$ cat config.mk
export PLATFORM = sky130hd
export DESIGN_NAME = sdp_ram_rd_if
export DESIGN_NICKNAME = d
export VERILOG_FILES = /design/src/rtl/sdp_ram_pkg.sv /design/src/rtl/sdp_rdata_fifo.sv /design/src/rtl/sdp_ram_rd_if.sv
export SDC_FILE = /design/constraint.sdc
export NUM_CORES = 1
export LEC_CHECK = 0
export ABC_CLOCK_PERIOD_IN_PS = 13600
export BUFFER_PORTS_ARGS = -buffer_cell sky130_fd_sc_hd__buf_2
export CAP_MARGIN = 5
export CELL_PAD_IN_SITES_DETAIL_PLACEMENT = 1
export CELL_PAD_IN_SITES_GLOBAL_PLACEMENT = 1
export CORE_MARGIN = 2
export CORE_UTILIZATION = 40
export CTS_BUF_LIST = sky130_fd_sc_hd__clkbuf_16
export CTS_CLUSTER_SIZE = 8
export DETAILED_ROUTE_END_ITERATION = 7
export GPL_TIMING_DRIVEN = 0
export PLACE_DENSITY_LB_ADDON = 0.3
export SLEW_MARGIN = 20
export SYNTH_ARGS = -nofsm -noshare
export SYNTH_HDL_FRONTEND = slang
export SYNTH_HIERARCHICAL = 1
export SYNTH_SLANG_ARGS = --single-unit
$ cat constraint.sdc
create_clock -name clk -period 13.6 [get_ports clk]
set_clock_uncertainty 0.2 [all_clocks]
set_input_delay 4.08 -clock clk [delete_from_list [all_inputs] [get_ports clk]]
set_output_delay 4.08 -clock clk [all_outputs]
set_load 0.01 [all_outputs]
$ cat src/rtl/sdp_ram_pkg.sv
// Shared definitions for the SDP RAM AXI4 read front-end.
//   - AXI burst-type encodings and the OKAY response code
//   - Read-controller FSM state type
package sdp_ram_pkg;

  localparam logic [1:0] BURST_FIXED = 2'd0;
  localparam logic [1:0] BURST_INCR  = 2'd1;
  localparam logic [1:0] BURST_WRAP  = 2'd2;

  localparam logic [1:0] RRESP_OKAY  = 2'd0;

  typedef enum logic [1:0] {
    IDLE,
    ISSUE,
    DRAIN
  } state_e;

endpackage

$ cat src/rtl/sdp_rdata_fifo.sv
// Synchronous FIFO buffering R-channel beats (data plus last flag).
// Ports:
//   clk_i, rst_ni      clock, asynchronous active-low reset (empties the FIFO)
//   push_i, din_i      write strobe and entry
//   pop_i, dout_o      read strobe and head entry (valid while !empty_o)
//   count_o, empty_o   occupancy and empty flag
// Depth must be a power of two so the pointers wrap naturally.
module sdp_rdata_fifo #(
  parameter int unsigned Width = 513,
  parameter int unsigned Depth = 4
) (
  input  logic                       clk_i,
  input  logic                       rst_ni,
  input  logic                       push_i,
  input  logic [Width-1:0]           din_i,
  input  logic                       pop_i,
  output logic [Width-1:0]           dout_o,
  output logic [$clog2(Depth+1)-1:0] count_o,
  output logic                       empty_o
);

  localparam int unsigned PW = $clog2(Depth);
  localparam int unsigned CW = $clog2(Depth + 1);

  logic [Width-1:0] mem_q [Depth];
  logic [PW-1:0]    wr_ptr_q, wr_ptr_d;
  logic [PW-1:0]    rd_ptr_q, rd_ptr_d;
  logic [CW-1:0]    count_q, count_d;

  always_comb begin
    wr_ptr_d = wr_ptr_q;
    rd_ptr_d = rd_ptr_q;
    count_d  = count_q;
    if (push_i) wr_ptr_d = wr_ptr_q + PW'(1);
    if (pop_i)  rd_ptr_d = rd_ptr_q + PW'(1);
    unique case ({push_i, pop_i})
      2'b10:   count_d = count_q + CW'(1);
      2'b01:   count_d = count_q - CW'(1);
      default: count_d = count_q;
    endcase
  end

  always_ff @(posedge clk_i or negedge rst_ni) begin
    if (!rst_ni) begin
      wr_ptr_q <= '0;
      rd_ptr_q <= '0;
      count_q  <= '0;
    end else begin
      wr_ptr_q <= wr_ptr_d;
      rd_ptr_q <= rd_ptr_d;
      count_q  <= count_d;
    end
  end

  // Storage is not reset; entries are only observed once written.
  always_ff @(posedge clk_i) begin
    if (push_i) mem_q[wr_ptr_q] <= din_i;
  end

  assign dout_o  = mem_q[rd_ptr_q];
  assign count_o = count_q;
  assign empty_o = (count_q == '0);

endmodule

$ cat src/rtl/sdp_ram_rd_if.sv
// AXI4 read-channel slave returning bursts from the read port of a simple-dual-port RAM.
// One burst outstanding at a time; beats are buffered in a small FIFO to absorb RREADY stalls.
// Ports:
//   clk, resetn        clock, asynchronous active-low reset
//   ram_addr, ram_dout RAM read port (data valid one clock after the address is sampled)
//   S_AXI_AR*          read-address channel (ARSIZE ignored, full-width beats only)
//   S_AXI_R*           read-data channel (RRESP always OKAY)
// Optional build macro SDP_RD_FIXED_BURST_EN: when defined, FIXED bursts reread the same word;
// otherwise FIXED (like WRAP and reserved) is treated as INCR.
module sdp_ram_rd_if
  import sdp_ram_pkg::*;
#(
  parameter int unsigned DW         = 512,
  parameter int unsigned DD         = 16384,
  parameter int unsigned FIFO_DEPTH = 4
) (
  input  logic                            clk,
  input  logic                            resetn,
  output logic [$clog2(DD)-1:0]           ram_addr,
  input  logic [DW-1:0]                   ram_dout,
  input  logic [$clog2(DD*(DW/8))-1:0]    S_AXI_ARADDR,
  input  logic                            S_AXI_ARVALID,
  input  logic [3:0]                      S_AXI_ARID,
  input  logic [7:0]                      S_AXI_ARLEN,
  input  logic [1:0]                      S_AXI_ARBURST,
  input  logic [2:0]                      S_AXI_ARSIZE,
  output logic                            S_AXI_ARREADY,
  output logic [DW-1:0]                   S_AXI_RDATA,
  output logic [3:0]                      S_AXI_RID,
  output logic [1:0]                      S_AXI_RRESP,
  output logic                            S_AXI_RLAST,
  output logic                            S_AXI_RVALID,
  input  logic                            S_AXI_RREADY
);

  localparam int unsigned AW   = $clog2(DD);
  localparam int unsigned OFFW = $clog2(DW / 8);
  localparam int unsigned AXW  = $clog2(DD * (DW / 8));
  localparam int unsigned CW   = $clog2(FIFO_DEPTH + 1);

  state_e        state_q, state_d;
  logic [AW-1:0] addr_q, addr_d;
  logic [8:0]    beats_q, beats_d;
  logic [3:0]    id_q, id_d;
  logic          fixed_q, fixed_d;
  logic          arready_q, arready_d;
  logic          in_flight_q, in_last_q;

  logic          issue, ar_hs, r_hs, credit;
  logic          fifo_empty;
  logic [DW:0]   fifo_dout;
  logic [CW-1:0] fifo_count;
  logic [CW:0]   occupancy;
  logic [AW-1:0] addr_next;
  logic          unused_inputs;

  assign unused_inputs = ^{S_AXI_ARSIZE, S_AXI_ARADDR[OFFW-1:0], S_AXI_ARBURST};

  assign ar_hs = S_AXI_ARVALID & arready_q;
  assign r_hs  = S_AXI_RVALID & S_AXI_RREADY;

  // Registered terms only: RREADY cannot reach ram_addr combinationally. Keeping
  // occupancy <= DEPTH-2 at issue leaves room for the read still in the RAM pipe.
  assign occupancy = {1'b0, fifo_count} + (CW+1)'(in_flight_q);
  assign credit    = (occupancy <= (CW+1)'(FIFO_DEPTH - 2));

  always_comb begin
    addr_next = addr_q;
    if (!fixed_q) begin
      addr_next = (addr_q == AW'(DD - 1)) ? '0 : addr_q + AW'(1);
    end
  end

  always_comb begin
    state_d = state_q;
    addr_d  = addr_q;
    beats_d = beats_q;
    id_d    = id_q;
    fixed_d = fixed_q;
    issue   = 1'b0;
    unique case (state_q)
      IDLE: begin
        if (ar_hs) begin
          addr_d  = S_AXI_ARADDR[AXW-1:OFFW];
          beats_d = 9'(S_AXI_ARLEN) + 9'd1;
          id_d    = S_AXI_ARID;
`ifdef SDP_RD_FIXED_BURST_EN
          fixed_d = (S_AXI_ARBURST == BURST_FIXED);
`else
          fixed_d = 1'b0;
`endif
          state_d = ISSUE;
        end
      end
      ISSUE: begin
        // The RAM samples ram_addr on this edge; advance to the next word.
        if (credit) begin
          issue   = 1'b1;
          beats_d = beats_q - 9'd1;
          addr_d  = addr_next;
          if (beats_q == 9'd1) state_d = DRAIN;
        end
      end
      DRAIN: begin
        if (r_hs && S_AXI_RLAST) state_d = IDLE;
      end
      default: state_d = IDLE;
    endcase
    arready_d = (state_d == IDLE);
  end

  always_ff @(posedge clk or negedge resetn) begin
    if (!resetn) begin
      state_q     <= IDLE;
      addr_q      <= '0;
      beats_q     <= '0;
      id_q        <= '0;
      fixed_q     <= 1'b0;
      arready_q   <= 1'b0;
      in_flight_q <= 1'b0;
      in_last_q   <= 1'b0;
    end else begin
      state_q     <= state_d;
      addr_q      <= addr_d;
      beats_q     <= beats_d;
      id_q        <= id_d;
      fixed_q     <= fixed_d;
      arready_q   <= arready_d;
      in_flight_q <= issue;
      in_last_q   <= issue & (beats_q == 9'd1);
    end
  end

  sdp_rdata_fifo #(
    .Width (DW + 1),
    .Depth (FIFO_DEPTH)
  ) u_fifo (
    .clk_i   (clk),
    .rst_ni  (resetn),
    .push_i  (in_flight_q),
    .din_i   ({in_last_q, ram_dout}),
    .pop_i   (r_hs),
    .dout_o  (fifo_dout),
    .count_o (fifo_count),
    .empty_o (fifo_empty)
  );

  assign ram_addr      = addr_q;
  assign S_AXI_ARREADY = arready_q;
  assign S_AXI_RVALID  = ~fifo_empty;
  assign S_AXI_RDATA   = fifo_dout[DW-1:0];
  assign S_AXI_RLAST   = ~fifo_empty & fifo_dout[DW];
  assign S_AXI_RID     = id_q;
  assign S_AXI_RRESP   = RRESP_OKAY;

endmodule
Word-level counts from Yosys, hierarchy flattened:

Memory sizes are Yosys's and may differ from the RTL's.
Cells that the tools add are included.

* word-level logic and storage cells: 58
* output and inout port bits: 535
* RAM bits: 2052
* flip-flop bits (word level): 39
* bits of input ports: 553
* memories kept: 1

* bitwise operators: 5
* equality and inequality tests: 8
* order comparisons: 1
* multiplexer cells: 17
* add/subtract/negate cells: 8
* reductions and logical operators: 8

Memories
* u_fifo.mem_q: words 4, width 513, rd ports 1, clocked after Yosys merged registers in 0, write ports 1, line sdp_rdata_fifo.sv:25 `logic [Width-1:0] mem_q [Depth];`

Operator list (number)
* 14-bit two-way mux: 3
* 14-bit one-hot mux with 2 select lines: 1
* 9-bit two-way mux: 2
* 9-bit one-hot mux with 2 select lines: 1
* 14-bit by 1-bit adder with 14-bit output, second input constant: 1
* 14-bit equality test, second input constant: 1
* 8-bit by 1-bit adder with 9-bit output, second input constant: 1
* 9-bit by 1-bit equality test with 1-bit output, second input constant: 1
* 9-bit by 1-bit subtractor with 9-bit output, second input constant: 1
* 2-bit two-way mux: 4
* 2-bit one-hot mux with 3 select lines: 1
* 3-bit one-hot mux with 2 select lines: 1
* 2-bit by 1-bit adder with 2-bit output, second input constant: 2
* 3-bit by 1-bit adder with 4-bit output: 1
* 1-bit bitwise AND: 4
* 2-bit by 1-bit equality test with 1-bit output, second input constant: 2
* 2-bit equality test, second input constant: 2
* 4-bit by 2-bit <= comparator with 1-bit output, second input constant: 1
* 2-bit zero test: 2
* 1-bit two-way mux: 4
* 2-bit != test, second input constant: 2
* 2-bit nonzero test: 2
* 3-bit by 1-bit adder with 3-bit output, second input constant: 1
* 3-bit zero test: 1
* 5 further kinds: 5

Logic depth before layout (Yosys ltp):

* word-level depth: 7
* gate-level depth with buffers: 8
* depth with buffers taken out: 8

By module:

Netlist, hierarchy kept.

Modules (own cells, without submodules)
* sdp_rdata_fifo: area an instance 74219.9 um^2, cells each 2715, times used 1, seq. area each 61794.3 um^2
* sdp_ram_rd_if: area an instance 2001.9 um^2, cells each 235, times used 1, seq. area each 800.8 um^2

Least setup slack after synthesis:

Ideal clock, no wire load.

* path type: register to register
* from: reg u_fifo.wr_ptr_q[0]
* to: mem u_fifo.mem_q[0][0] (enable)
* arrival time: 12175 ps
* required time: 12458 ps
* path slack: 283 ps
* clock period less this slack: 13317 ps
* cell stages (with the launch flop): 4
* buffers on the path: 0
* setup time: 942 ps
* path through: dfrtp_1 inv_1 ha_1 and2_1

RTL lines
* start, declared: line sdp_rdata_fifo.sv:26 `logic [PW-1:0] wr_ptr_q, wr_ptr_d;`
* start signal, assigned: line sdp_rdata_fifo.sv:49 `wr_ptr_q <= wr_ptr_d;`
* end, declared: line sdp_rdata_fifo.sv:25

No word-level cell before the write port.

Worst setup path after layout:

* from: reg u_fifo.rd_ptr_q[1]
* to: out S_AXI_RDATA[300]

* word-level cells in the longest chain between the ends: 1

Ends and longest elaborated chain
* start, declared: line sdp_rdata_fifo.sv:27 `logic [PW-1:0] rd_ptr_q, rd_ptr_d;`
* start signal, assigned: line sdp_rdata_fifo.sv:50 `rd_ptr_q <= rd_ptr_d;`
* memory 4 x 513 bit
* end, declared: line sdp_ram_rd_if.sv:28 `output logic [DW-1:0] S_AXI_RDATA,`

Every way passes these cells.

==> results_dict.tcl <==
set metrics [dict create \
    dr.first_iter.drc_count 2469 \
    hold_path_class "reg -> reg" \
    path_cells "buf_2 > clkbuf_1 > buf_2 > mux4_2 > buf_2" \
    synthSimpleGateAreaFrac_pct 0.765 \
    routedWlPerCell_microns 29.2 \
    required_ns 9.32 \
    grt_overflow 0 \
    vias 37000 \
    place.gp.congestion 0.777 \
    rows 160 \
    synth-seq-cells 2091 \
    clk_pin_slew_ns 0.05 \
    fmax_mhz 127 \
    cts_tree "yes" \
    syn_avg_cell_area_sq_um 25.8 \
    drc 0 \
    io_pins 1088 \
    crit_fanout 10 \
    drive_above_1_share_pct 47.3 \
    synthAdderAreaFrac_pct 0.207 \
    h-tree-depth 5 \
    syn-instance-count 2950 \
    layout_common_cells "edfxtp_1, buf_2, mux4_2" \
    netlist_area_sq_um 76200 \
    die_y_microns 441 \
    post_synth_mux_area_share_pct 15.2 \
    fillerInstances 17100 \
    grt_pass1_wl_microns 290000 \
    rsz0062_at_grt "no" \
    period_minus_slack_ns 7.90 \
    crit_type "reg -> out" \
    yosysUniqueCellTypes 52 \
    cts_buffer_depth 4 \
    synth_top_family_by_area "multiplexers" \
    ctsRootBufferMaster "clkbuf_16" \
    synth-seq-area-share_pct 82.1 \
    track_usage_pct 20.8 \
    clk_latency_ns 0.87 \
    core_sq_um 190000 \
    ant_nets 0 \
    viasPerCell 5.30 \
    numPortBuffers 1074 \
    initial_utilization_pct 40.2 \
    peakVddDrop_mv 0.171 \
    setup_viol 0 \
    powerDensity_nw_per_um2 230 \
    hold_buffers 0 \
    dieArea_sq_um 194000 \
    slew_headroom_pct 33.5 \
    synth_top_flop_cell "edfxtp_1" \
    period_share_pct 58.1 \
    dr.pass1.iters 5 \
    fin_nets 4960 \
    cp.arrival_ns 3.62 \
    crit_top_cell "buf_2" \
    total_power_uw 21700 \
    postCtsSetupRepairBufs 0 \
    worstMarginPinSlew_ns 0.998 \
    grt_pass1_vias 40400 \
    synth_compound_area_share_pct 0.609 \
    hpwl_microns 140000 \
    synth_xor_area_share_pct 0.126 \
    ys_warn_count 6 \
    grt_max_degree 46 \
    outcome "complete, no violations" \
    drt_wl_total_microns 204000 \
    slew_violations 0 \
    synth-async-reset-ratio_pct 1.87 \
    cpPeakStageDelay_ns 0.77 \
    cts_inserted_buffers 312 \
    antenna_found_initial 118 \
    cts_resized 0 \
    synth_edf_count 2052 \
    cp_slowest_cell "clkbuf_1" \
    dp_slack_ns 6.31 \
    setup_tns_ns 0 \
    p_leak_uw 0.0323 \
    clkSinkCount 2091 \
    setup_slack_ns 5.70 \
    final_hold_viol_count 0 \
    die_width_microns 441 \
    worst_setup_path_end_kind "output pin" \
    syn_to_final_growth_pct 23.8 \
    final_common_cell "edfxtp_1" \
    worstSetupStartpointType "flop" \
    cap_violations 0 \
]
-- layout make-up --
class	count	area [sq um]	area share, %
multi-input cells	721	12900	13.6
flip-flops and latches	2091	62600	66.3
clock buffers	318	7960	8.43
clock inverters	29	153	0.162
plain buffers	126	719	0.762
inverters	13	48.8	0.0517
well taps	2511	3140	3.33
diodes	46	115	0.122
repair buffers	1130	6770	7.17
-- critical path: cells and delay by family (launching register included) --
family | cells | cell delay, ns
muxes | 1 | 0.40
DFF | 1 | 0.31
buffers and inverters | 4 | 1.99
-- synthesized netlist by cell type, types with 2 or more instances --
master	instances	share of area [%]
edfxtp_1	2052	81
mux4_2	513	15
buf_2	71	0.47
buf_4	40	0.39
dfrtp_1	39	1.3
nand2_1	32	0.16
nor2_1	23	0.11
a21oi_1	20	0.13
nand3_1	14	0.092
inv_1	13	0.064
o21ai_0	13	0.085
o21ai_1	12	0.079
ha_1	11	0.18
clkbuf_1	10	0.049
nor3_1	7	0.046
a31oi_1	6	0.049
and2_1	6	0.049
nor2b_1	6	0.049
xor2_1	6	0.069
xnor2_1	5	0.057
and3_1	4	0.033
buf_1	4	0.020
nand4_1	3	0.025
nor4_1	3	0.025
o22a_1	3	0.034
a22oi_1	2	0.020
a31o_2	2	0.023
nand2b_1	2	0.016
nand4_4	2	0.056
nor3b_1	2	0.020
o22ai_1	2	0.016
or3_1	2	0.016
-- path summary, 6_finish.rpt --
path	endpoint	slack (ns)	depth (start not counted)	start
worst max-delay path	S_AXI_RDATA[300]	5.70	5	u_fifo/rd_ptr_q[1]$_DFFE_PN0P_
worst max register to register	u_fifo/mem_q[2][74]$_DFFE_PP_	9.75	11	u_fifo/wr_ptr_q[0]$_DFFE_PN0P_
min in group asynchronous	ram_addr[12]$_DFFE_PN0P_	3.16	1	resetn
max in group asynchronous	beats_q[4]$_DFFE_PN0P_	9.41	1	resetn
worst min register to register	S_AXI_RID[1]$_DFFE_PN0P_	0.29	2	S_AXI_RID[1]$_DFFE_PN0P_
worst min-delay path	S_AXI_RID[1]$_DFFE_PN0P_	0.29	2	S_AXI_RID[1]$_DFFE_PN0P_
-- registers in the layout, summed over array words and instances, names as in the netlist --
| name | count |
|---|---|
| u_fifo/mem_q | 2052 |
| ram_addr | 14 |
| S_AXI_ARREADY | 1 |
| u_fifo/count_o | 3 |
| u_fifo/rd_ptr_q | 2 |
| state_q | 2 |
| u_fifo/wr_ptr_q | 2 |
| in_flight_q | 1 |
| S_AXI_RID | 4 |
| in_last_q | 1 |
| beats_q | 9 |
-- power breakdown --
part           switching (uW)  total [uW]  internal [uW]
Clock                    2530        6610           4080
Combinational            3790        6470           2680
Sequential                282        8580           8300
Total                    6610       21700          15100
-- metal layers --
metal  track usage [%]  wire (microns)  vias up
met3              6.44           15300      579
met5                 0             393        -
met1              23.9           73200    19300
met2              35.1          105000     1392
met4              10.3           10700       62
li1                  -               -    15600
-- per-stage QoR --
step                cell area, sq um  instances  util, %  hold WS (ns)
floorplan                      76200       2951        -         0.255
global placement               84700       6536     44.7         0.258
detailed placement             86100       6592     45.4         0.266
CTS                            94300       6939     49.7         0.284
global route                   94300       6965     49.7         0.321
finish                         94400       6985     49.7         0.288
-- cells by family after synthesis --
group	after synthesis
simple gates	112
compound gates	71
other cells	1
fa+ha+maj	12
mux	513
flops	2091
xor+xnor	11
buf+inv	139
Note: power is estimated with default switching activity, not from simulation.
